`src/rtl/uart_pkg.sv`:
```
// Shared types, baud table and helpers for the UART transmit path.
package uart_pkg;

   typedef enum logic [1:0] {
      FRAME_5 = 2'b00,
      FRAME_6 = 2'b01,
      FRAME_7 = 2'b10,
      FRAME_8 = 2'b11
   } frame_t;

   typedef enum logic [1:0] {
      PAR_NONE = 2'b00,
      PAR_EVEN = 2'b01,
      PAR_ODD  = 2'b10,
      PAR_RSVD = 2'b11
   } parity_t;

   typedef enum logic {
      STOP_1 = 1'b0,
      STOP_2 = 1'b1
   } stop_t;

   typedef enum logic [2:0] {
      IDLE   = 3'd0,
      START  = 3'd1,
      DATA   = 3'd2,
      PARITY = 3'd3,
      STOP   = 3'd4
   } tx_state_t;

   localparam int unsigned BAUD_TABLE [16] = '{
      300, 600, 1200, 1800, 2400, 4800, 7200, 9600,
      14400, 19200, 38400, 57600, 115200, 230400, 460800, 921600
   };

   // Bit period minus one, rounded to the nearest clock.
   function automatic int unsigned baud_div(input int unsigned clk_hz, input logic [3:0] idx);
      int unsigned baud;
      baud = BAUD_TABLE[idx];
      return ((clk_hz + (baud / 2)) / baud) - 1;
   endfunction

   // Keeps only the data bits that belong to the frame.
   function automatic logic [7:0] data_mask(input frame_t f);
      return 8'hFF >> (2'd3 - f);
   endfunction

   // Index of the final data bit (N-1).
   function automatic logic [2:0] last_bit_idx(input frame_t f);
      return {1'b0, f} + 3'd4;
   endfunction

endpackage

```
`src/rtl/uart_tx_engine_if.sv`:
```
// Control-register side of the transmit engine: config fields and the tnsm request/retire pair.
interface uart_tx_engine_if;
   import uart_pkg::*;

   logic        active;
   frame_t      frame_type;
   parity_t     parity_type;
   stop_t       stop_type;
   logic [3:0]  baud_rate;
   logic        tnsm;
   logic [7:0]  tnsm_data;
   logic        tnsm_clr;

   modport master (
      output active, frame_type, parity_type, stop_type, baud_rate, tnsm, tnsm_data,
      input  tnsm_clr
   );

   modport slave (
      input  active, frame_type, parity_type, stop_type, baud_rate, tnsm, tnsm_data,
      output tnsm_clr
   );
endinterface

```
`src/rtl/uart_baud_gen.sv`:
```
// Loadable baud down-counter; bit_tick marks the last clock of each bit period.
module uart_baud_gen #(
   parameter int CNT_W = 20
) (
   input  logic             clk,
   input  logic             rst,
   input  logic             en,
   input  logic             restart,
   input  logic [CNT_W-1:0] div_in,
   output logic             bit_tick
);

   logic [CNT_W-1:0] div_q, div_d;
   logic [CNT_W-1:0] cnt_q, cnt_d;

   // Restart captures the divisor for the whole frame; otherwise count down and reload at zero.
   always_comb begin
      div_d = div_q;
      cnt_d = cnt_q;
      if (restart) begin
         div_d = div_in;
         cnt_d = div_in;
      end else if (en) begin
         if (cnt_q == '0) cnt_d = div_q;
         else             cnt_d = cnt_q - CNT_W'(1);
      end
   end

   assign bit_tick = en && !restart && (cnt_q == '0);

   // Counter and divisor registers.
   always_ff @(posedge clk) begin
      if (rst) begin
         div_q <= '0;
         cnt_q <= '0;
      end else begin
         div_q <= div_d;
         cnt_q <= cnt_d;
      end
   end

endmodule

```
`src/rtl/uart_tx_engine.sv`:
```
// UART transmit engine: accepts a byte from the control register and serialises it on tx.
//
//  state  | meaning
//  IDLE   | line high, waiting for tnsm with active=1 and tnsm_clr=0
//  START  | start bit (tx=0)
//  DATA   | N data bits, LSB first
//  PARITY | parity bit, only when even/odd parity selected
//  STOP   | 1 or 2 stop bits; tx_done on the last clock
module uart_tx_engine
   import uart_pkg::*;
#(
   parameter int unsigned CLK_FREQ_HZ = 50_000_000,
   parameter int          CNT_W       = 20
) (
   input  logic              clk,
   input  logic              rst,
   uart_tx_engine_if.slave   ctrl,
   output logic              tx,
   output logic              busy,
   output logic              tx_done
);

   localparam logic [2:0] S_IDLE   = IDLE;
   localparam logic [2:0] S_START  = START;
   localparam logic [2:0] S_DATA   = DATA;
   localparam logic [2:0] S_PARITY = PARITY;
   localparam logic [2:0] S_STOP   = STOP;

   logic [2:0]       state_q, state_d;
   logic [7:0]       shift_q, shift_d;
   logic [2:0]       bit_idx_q, bit_idx_d;
   frame_t           frame_q, frame_d;
   stop_t            stop_q, stop_d;
   logic             par_en_q, par_en_d;
   logic             par_bit_q, par_bit_d;
   logic             stop_cnt_q, stop_cnt_d;
   logic             tx_q, tx_d;
   logic             busy_q, busy_d;
   logic             tx_done_q, tx_done_d;
   logic             tnsm_clr_q, tnsm_clr_d;

   logic [CNT_W-1:0] div_sel;
   logic [7:0]       data_m;
   logic             accept;
   logic             bit_tick;

   // Divisor lookup; every table entry folds to a constant for the given clock.
   always_comb begin
      div_sel = '0;
      for (int i = 0; i < 16; i++) begin
         if (ctrl.baud_rate == 4'(i)) div_sel = CNT_W'(baud_div(CLK_FREQ_HZ, 4'(i)));
      end
   end

   assign data_m = ctrl.tnsm_data & data_mask(ctrl.frame_type);
   assign accept = (state_q == S_IDLE) && ctrl.tnsm && ctrl.active && !tnsm_clr_q;

   uart_baud_gen #(.CNT_W(CNT_W)) u_baud_gen (
      .clk      (clk),
      .rst      (rst),
      .en       (state_q != S_IDLE),
      .restart  (accept),
      .div_in   (div_sel),
      .bit_tick (bit_tick)
   );

   // Frame sequencing, shift register and tnsm_clr handshake.
   always_comb begin
      state_d    = state_q;
      shift_d    = shift_q;
      bit_idx_d  = bit_idx_q;
      frame_d    = frame_q;
      stop_d     = stop_q;
      par_en_d   = par_en_q;
      par_bit_d  = par_bit_q;
      stop_cnt_d = stop_cnt_q;
      tx_d       = tx_q;
      busy_d     = busy_q;
      tx_done_d  = 1'b0;
      tnsm_clr_d = tnsm_clr_q;

      // Retire only once the register has really dropped the request.
      if (tnsm_clr_q && !ctrl.tnsm) tnsm_clr_d = 1'b0;

      case (state_q)
         S_IDLE: begin
            if (accept) begin
               state_d    = S_START;
               tx_d       = 1'b0;
               busy_d     = 1'b1;
               tnsm_clr_d = 1'b1;
               shift_d    = ctrl.tnsm_data;
               frame_d    = ctrl.frame_type;
               stop_d     = ctrl.stop_type;
               par_en_d   = (ctrl.parity_type == PAR_EVEN) || (ctrl.parity_type == PAR_ODD);
               par_bit_d  = (ctrl.parity_type == PAR_ODD) ? ~^data_m : ^data_m;
            end
         end
         S_START: begin
            if (bit_tick) begin
               state_d   = S_DATA;
               tx_d      = shift_q[0];
               shift_d   = shift_q >> 1;
               bit_idx_d = 3'd0;
            end
         end
         S_DATA: begin
            if (bit_tick) begin
               if (bit_idx_q == last_bit_idx(frame_q)) begin
                  if (par_en_q) begin
                     state_d = S_PARITY;
                     tx_d    = par_bit_q;
                  end else begin
                     state_d    = S_STOP;
                     tx_d       = 1'b1;
                     stop_cnt_d = 1'b0;
                  end
               end else begin
                  bit_idx_d = bit_idx_q + 3'd1;
                  tx_d      = shift_q[0];
                  shift_d   = shift_q >> 1;
               end
            end
         end
         S_PARITY: begin
            if (bit_tick) begin
               state_d    = S_STOP;
               tx_d       = 1'b1;
               stop_cnt_d = 1'b0;
            end
         end
         S_STOP: begin
            if (bit_tick) begin
               if ((stop_q == STOP_2) && !stop_cnt_q) begin
                  stop_cnt_d = 1'b1;
               end else begin
                  state_d   = S_IDLE;
                  busy_d    = 1'b0;
                  tx_done_d = 1'b1;
               end
            end
         end
         default: begin
            state_d = S_IDLE;
            tx_d    = 1'b1;
            busy_d  = 1'b0;
         end
      endcase
   end

   // State registers; reset aborts any frame and returns the line high.
   always_ff @(posedge clk) begin
      if (rst) begin
         state_q    <= S_IDLE;
         shift_q    <= '0;
         bit_idx_q  <= '0;
         frame_q    <= FRAME_5;
         stop_q     <= STOP_1;
         par_en_q   <= 1'b0;
         par_bit_q  <= 1'b0;
         stop_cnt_q <= 1'b0;
         tx_q       <= 1'b1;
         busy_q     <= 1'b0;
         tx_done_q  <= 1'b0;
         tnsm_clr_q <= 1'b0;
      end else begin
         state_q    <= state_d;
         shift_q    <= shift_d;
         bit_idx_q  <= bit_idx_d;
         frame_q    <= frame_d;
         stop_q     <= stop_d;
         par_en_q   <= par_en_d;
         par_bit_q  <= par_bit_d;
         stop_cnt_q <= stop_cnt_d;
         tx_q       <= tx_d;
         busy_q     <= busy_d;
         tx_done_q  <= tx_done_d;
         tnsm_clr_q <= tnsm_clr_d;
      end
   end

   assign tx            = tx_q;
   assign busy          = busy_q;
   assign tx_done       = tx_done_q;
   assign ctrl.tnsm_clr = tnsm_clr_q;

endmodule

```
`src/flat_wrapper.sv`:
```
// flat-port wrapper written by rule: the top's interface ports become plain ports
module uart_tx_engine_flat import uart_pkg::*;
#(
   parameter int unsigned CLK_FREQ_HZ = 50_000_000,
   parameter int          CNT_W       = 20
)
  (clk, rst, tx, busy, tx_done, ctrl_active, ctrl_frame_type, ctrl_parity_type, ctrl_stop_type, ctrl_baud_rate, ctrl_tnsm, ctrl_tnsm_data, ctrl_tnsm_clr);
  uart_tx_engine_if ctrl_i ();
  input  logic clk;
  input  logic rst;
  output logic tx;
  output logic busy;
  output logic tx_done;
  input wire logic [$bits(ctrl_i.active)-1:0] ctrl_active;
  input wire logic [$bits(ctrl_i.frame_type)-1:0] ctrl_frame_type;
  input wire logic [$bits(ctrl_i.parity_type)-1:0] ctrl_parity_type;
  input wire logic [$bits(ctrl_i.stop_type)-1:0] ctrl_stop_type;
  input wire logic [$bits(ctrl_i.baud_rate)-1:0] ctrl_baud_rate;
  input wire logic [$bits(ctrl_i.tnsm)-1:0] ctrl_tnsm;
  input wire logic [$bits(ctrl_i.tnsm_data)-1:0] ctrl_tnsm_data;
  output wire logic [$bits(ctrl_i.tnsm_clr)-1:0] ctrl_tnsm_clr;
  assign ctrl_i.active = ctrl_active;
  assign ctrl_i.frame_type = ctrl_frame_type;
  assign ctrl_i.parity_type = ctrl_parity_type;
  assign ctrl_i.stop_type = ctrl_stop_type;
  assign ctrl_i.baud_rate = ctrl_baud_rate;
  assign ctrl_i.tnsm = ctrl_tnsm;
  assign ctrl_i.tnsm_data = ctrl_tnsm_data;
  assign ctrl_tnsm_clr = ctrl_i.tnsm_clr;
  uart_tx_engine #(.CLK_FREQ_HZ(CLK_FREQ_HZ), .CNT_W(CNT_W)) u_core (.clk(clk), .rst(rst), .ctrl(ctrl_i), .tx(tx), .busy(busy), .tx_done(tx_done));
endmodule
```
`config.mk`:
```
export PLATFORM = sky130hd
export DESIGN_NAME = uart_tx_engine_flat
export DESIGN_NICKNAME = d
export VERILOG_FILES = /design/src/rtl/uart_pkg.sv /design/src/rtl/uart_tx_engine_if.sv /design/src/rtl/uart_baud_gen.sv /design/src/rtl/uart_tx_engine.sv /design/src/flat_wrapper.sv
export SDC_FILE = /design/constraint.sdc
export NUM_CORES = 1
export LEC_CHECK = 0
export ABC_CLOCK_PERIOD_IN_PS = 2000
export CORE_UTILIZATION = 47
export CTS_BUF_LIST = sky130_fd_sc_hd__clkbuf_16
export DETAILED_ROUTE_END_ITERATION = 10
export PLACE_DENSITY = 0.68
export SETUP_SLACK_MARGIN = 0.5
export SKIP_CTS_REPAIR_TIMING = 1
export SKIP_LAST_GASP = 1
export SLEW_MARGIN = 20
export SYNTH_ARGS = -nofsm -noshare
export SYNTH_HDL_FRONTEND = slang
export SYNTH_SLANG_ARGS = --single-unit
```
`constraint.sdc`:
```
create_clock -name clk -period 2 [get_ports clk]
set_clock_uncertainty 0.2 [all_clocks]
set_input_delay 0.2 -clock clk [delete_from_list [all_inputs] [get_ports clk]]
set_output_delay 0.2 -clock clk [all_outputs]
set_load 0.05 [all_outputs]
```
* Word-level counts from Yosys, hierarchy flattened
Cells that the tools add are included.
Cells by class: bitwise operators 4, muxes and demuxes 60, reduce and logical (&&, ||, !) cells 31, shift operators 1, eq/ne operators 32, add/sub/neg operators 4
Operators with widths (count):
- $mux 20 | 18
- $mux 3 | 11
- $eq 4x4->1 const B | 8
- $mux 8 | 4
- $pmux 8 s3 | 1
- $logic_not 20->1 | 1
- $mux 1 | 20
- $sub 20x1->20 const B | 1
- $mux 18 | 1
- $eq 4x3->1 const B | 4
- $pmux 3 s5 | 1
- $reduce_and 7->1 | 2
- $ne 2x1->1 const B | 6
- $reduce_and 5->1 | 2
- $reduce_bool 3->1 | 3
- $and 8x8->8 | 1
- $eq 4x2->1 const B | 2
- $ne 2x2->1 const B | 4
- $reduce_and 4->1 | 2
- $reduce_xnor 8->1 | 1
- $reduce_xor 8->1 | 1
- $shr 8x2->8 const A | 1
- $logic_and 1x1->1 | 7
- $eq 3x2->1 const B | 2
- 20 further kinds | 28
Word-level totals: output and inout bits 4, word-level logic and storage cells 146, flip-flop bits (word level) 64

* Logic depth before layout (Yosys ltp)
word-level depth 18, depth in mapped cells 8, mapped depth without buffers 7

* Hierarchy
From an unflattened synthesis, not the netlist that was laid out.
Unflattened totals: cell total of the unflattened synthesis 464, area, all modules 3692.3 um2
Modules (own cells, without submodules):
- uart_baud_gen | area each 2077.0 um2, times used 1, cells each 244
- uart_tx_engine | area each 1615.3 um2, times used 1, cells each 220

* Least setup slack after synthesis
OpenSTA, ideal clock, no wires.
path type register to register, start point register u_core.u_baud_gen.cnt_q[14], end point register u_core.shift_q[0], data required time 1679 ps, clock period less this slack 2129 ps, data arrival time 1807 ps, path slack -129 ps, stages on the path, launching flop included 8, setup time 121 ps, cell sequence dfxtp_1 > buf_2 > or4_4 > nor2_2 > nand4_2 > a31o_1 > buf_6 > mux2_4
On the way: cells in the longest elaborated chain, start to end 4, elaborated cells on any way between the ends 5, those cells by class eq/ne (2); reduce/logical (3)
RTL lines:
- start: declaration | line uart_baud_gen.sv:14 | logic [CNT_W-1:0] cnt_q, cnt_d;
- start signal: assignment | line uart_baud_gen.sv:38 | cnt_q <= cnt_d;
- $logic_not 20->1 * | line uart_baud_gen.sv:29 | assign bit_tick = en && !restart && (cnt_q == '0);
- $logic_and 1x1->1 * | line uart_baud_gen.sv:29
- $ne 2x1->1 (no source line)
- $reduce_and 5->1 (no source line) *
- end signal: assignment | line uart_tx_engine.sv:168 | shift_q <= shift_d;
- end: declaration | line uart_tx_engine.sv:30 | logic [7:0] shift_q, shift_d;
Mark *: on every way between the ends. The rest lies on a longest branch, timed or not. A chain may end at the register's enable or synchronous reset.

* Final worst setup path
start point register u_core.u_baud_gen.cnt_q[6], end point register u_core.shift_q[5]
Same word-level chain as after synthesis.

==> key figures <==
Synth
  – Area contributors post-synth: dfxtp_1 33%, xnor2_1 5.8%, a21oi_1 5.5%
  – Mapped Cells: 467
  – Share of the synthesized area in the top cell type: 32.7%
  – Share of async-settable or async-resettable flops after synthesis: 0%
  – Syn Area/Cell: 8.12 µm²
  – EDFF count, synth: 0
  – Synth area leader: dfxtp_1
  – Synth cell types: 63
  – Synth Cell Area: 3790 µm²
  – Sequential cell area fraction in the yosys report: 32.7%
  – Synth Flop Type: dfxtp_1
  – Synthesized flop and latch total: 62
  – Synth Net Count: 492
  – Ys Warns: 0

Placement
  – Placed cell area: 4700 µm²
  – Number of buffers inserted by port buffering: 24
  – Final HPWL from detailed placement: 7560 µm
  – Final GP Congestion: 0.858

Clock tree
  – CTS tree: built
  – Clock transition at the registers of the reported paths: 50 ps
  – Clock H-tree levels: 3
  – CTS sink cnt: 62
  – Total CTS buffers: 9
  – Worst-Skew Late Latency: 330 ps
  – Maximum clock insertion buffer count: 2
  – Root buffer cell: clkbuf_16

Floorplan
  – Number of cell rows: 32
  – Full die area: 8430 µm²
  – Chip Width: 91.8 µm
  – Initial Util: 48.8%
  – Top Ports: 25
  – DIE HEIGHT: 91.8 µm
  – Core Footprint: 7770 µm²

Routing
  – DRC Markers: 0
  – Final ANT Viol Nets: 0
  – WL final: 11500 µm
  – Vias per inst: 5.83
  – Pre-Repair DR Iteration Count: 4
  – Starting DRT DRC Count: 219
  – DR vias: 3918
  – Avg WL per Cell: 17.1 µm

Worst hold path
  – HP Class: input pin to flop

Timing
  – Final Cycle Share: 105%
  – RSZ-0062 raised after global routing: yes
  – Tmin final: 2110 ps
  – Final setup fails: 19
  – Hold violation total from the final report: 0
  – Final worst slack: -107 ps
  – Max frequency: 475 MHz
  – Worst hold slack: 117 ps
  – Relative slew slack: 66.7%
  – Slew Limit Fails: 0
  – Worst Tran Pin Value: 497 ps

Global routing
  – Largest net degree at the start of global routing: 42
  – Vias in the first global route: 3620
  – First-pass GRT wire length: 17300 µm
  – GRT Total Usage: 25.9%
  – Overflow after GRT: 0
  – Initial antenna violation count: 0

Run status
  – Failing checks: negative setup slack
  – Outcome: finished with violations

Power and ir drop
  – Peak supply drop: 0.500 mV
  – Lkg Pwr: 2.12 nW
  – Pwr dens: 1010 nW/µm²
  – Tot Pwr: 5.50 mW

Layout
  – Post-route cell area: 5460 µm²
  – Final nets: 590
  – Share of post-route cells with drive strength above 1: 36.3%
  – Antenna cells: 0
  – Fillers: 603
  – Area grow syn2layout: 43.8%

Run
  – Maximum capacitance violations: 0

Critical path
  – Arr. time, crit path: 2120 ps
  – CP Capture Type: flop
  – Crit start category: flop
  – Critical path peak fanout: 8
  – Critical Path RT: 2010 ps
  – Crit path kind: flop to flop
-- area by class of cell --
class / count / area [µm²] / share of cell area, %
well taps: 102 / 128 / 2.34
repair buffers: 120 / 1070 / 19.7
multi-input cells: 358 / 2670 / 49.0
flip-flops and latches: 62 / 1260 / 23.1
clock inverters: 7 / 41.3 / 0.757
inverters: 14 / 52.6 / 0.963
clock buffers: 9 / 225 / 4.13
-- path summary, 6_finish.rpt --
check / startpoint / endpoint / slack, ps / cells after the start
max: u_core.u_baud_gen.cnt_q[6]$_SDFFE_PP0P_ / u_core.shift_q[5]$_SDFFE_PP0P_ / -110 / 5
max reg2reg: u_core.u_baud_gen.cnt_q[6]$_SDFFE_PP0P_ / u_core.shift_q[5]$_SDFFE_PP0P_ / -110 / 5
min: ctrl_parity_type[0] / u_core.par_en_q$_SDFFE_PP0P_ / 120 / 4
min reg2reg: u_core.u_baud_gen.div_q[7]$_SDFFE_PP0P_ / u_core.u_baud_gen.div_q[7]$_SDFFE_PP0P_ / 260 / 2
-- layer usage --
metal	GRT usage [%]	vias to the layer above	wire length (µm)
met2	44.8	130	5830
met1	32.4	1871	4840
met3	5.06	22	585
li1	-	1895	-
met5	0	-	0
met4	7.68	0	213
-- cell families (layout without fill, tap and decap cells) --
family	count (synthesis)	in the layout	share of synthesized area (%)
DFF	62	62	32.7
and+or+nand+nor	184	184	26.3
muxes	22	22	6.79
AOI/OAI and AO/OA	123	123	21.2
adders and majority gates	4	4	1.32
xor gates and xnor gates	25	25	5.77
buffers and inverters	47	150	5.97
-- state kept, by name, summed over array words and instances, names as in the netlist, 2 cells and up --
name                     cells
u_core.u_baud_gen.cnt_q     20
u_core.bit_idx_q             3
u_core.shift_q               8
u_core.frame_q               2
u_core.state_q               3
u_core.u_baud_gen.div_q     18
-- cell usage after synthesis (3+ instances only) --
cell type,instances
dfxtp_1,62
nor2_1,51
a21oi_1,42
nand2_1,39
xnor2_1,25
o21ai_0,21
clkbuf_1,17
nand3_1,17
inv_1,14
nor2b_1,14
mux2i_1,13
o211ai_1,11
a211oi_1,9
o32ai_1,8
buf_2,7
mux2_4,7
nand4_1,7
nor3_1,7
or3_1,7
a311oi_1,6
nand2b_1,6
a31oi_1,5
buf_6,5
and3_1,4
ha_1,4
or4_1,4
buf_1,3
nand3b_1,3
nor3b_1,3
o221ai_1,3
-- critical path, stage by stage, from the launching register on --
cell and delay (ps):
dfxtp_2 330, nor4_4 410, and3_4 320, nand4_2 120
a31o_4 310, mux2_4 310
-- power breakdown --
| part | internal [mW] | total (mW) | switching, mW |
|---|---|---|---|
| Clock | 0.825 | 1.40 | 0.573 |
| Sequential | 1.37 | 1.48 | 0.110 |
| Combinational | 1.28 | 2.62 | 1.35 |
-- layout by cell type, fill, tap and decap left out, types with 9 or more instances in the layout --
| cell type | instances |
|---|---|
| a21oi_1 | 36 |
| buf_4 | 79 |
| buf_6 | 9 |
| clkbuf_16 | 10 |
| clkdlybuf4s50_1 | 14 |
| dfxtp_1 | 52 |
| inv_1 | 14 |
| mux2i_1 | 12 |
| nand2_1 | 38 |
| nand3_1 | 10 |
| nor2_1 | 44 |
| nor2b_1 | 14 |
| o211ai_1 | 11 |
| o21ai_0 | 9 |
| xnor2_1 | 22 |
-- stage by stage --
step                worst slack [ps]  instances  util [%]  setup TNS (ps)
floorplan                      -46.3        467         -            -327
global placement                -159        641      60.5           -1980
detailed placement              -186        641      60.5           -2980
CTS                             -165        657      63.9           -2180
global route                    -173        672      70.2           -3250
finish                          -107        672      70.2           -1150
Note: power is estimated with default switching activity, not from simulation.
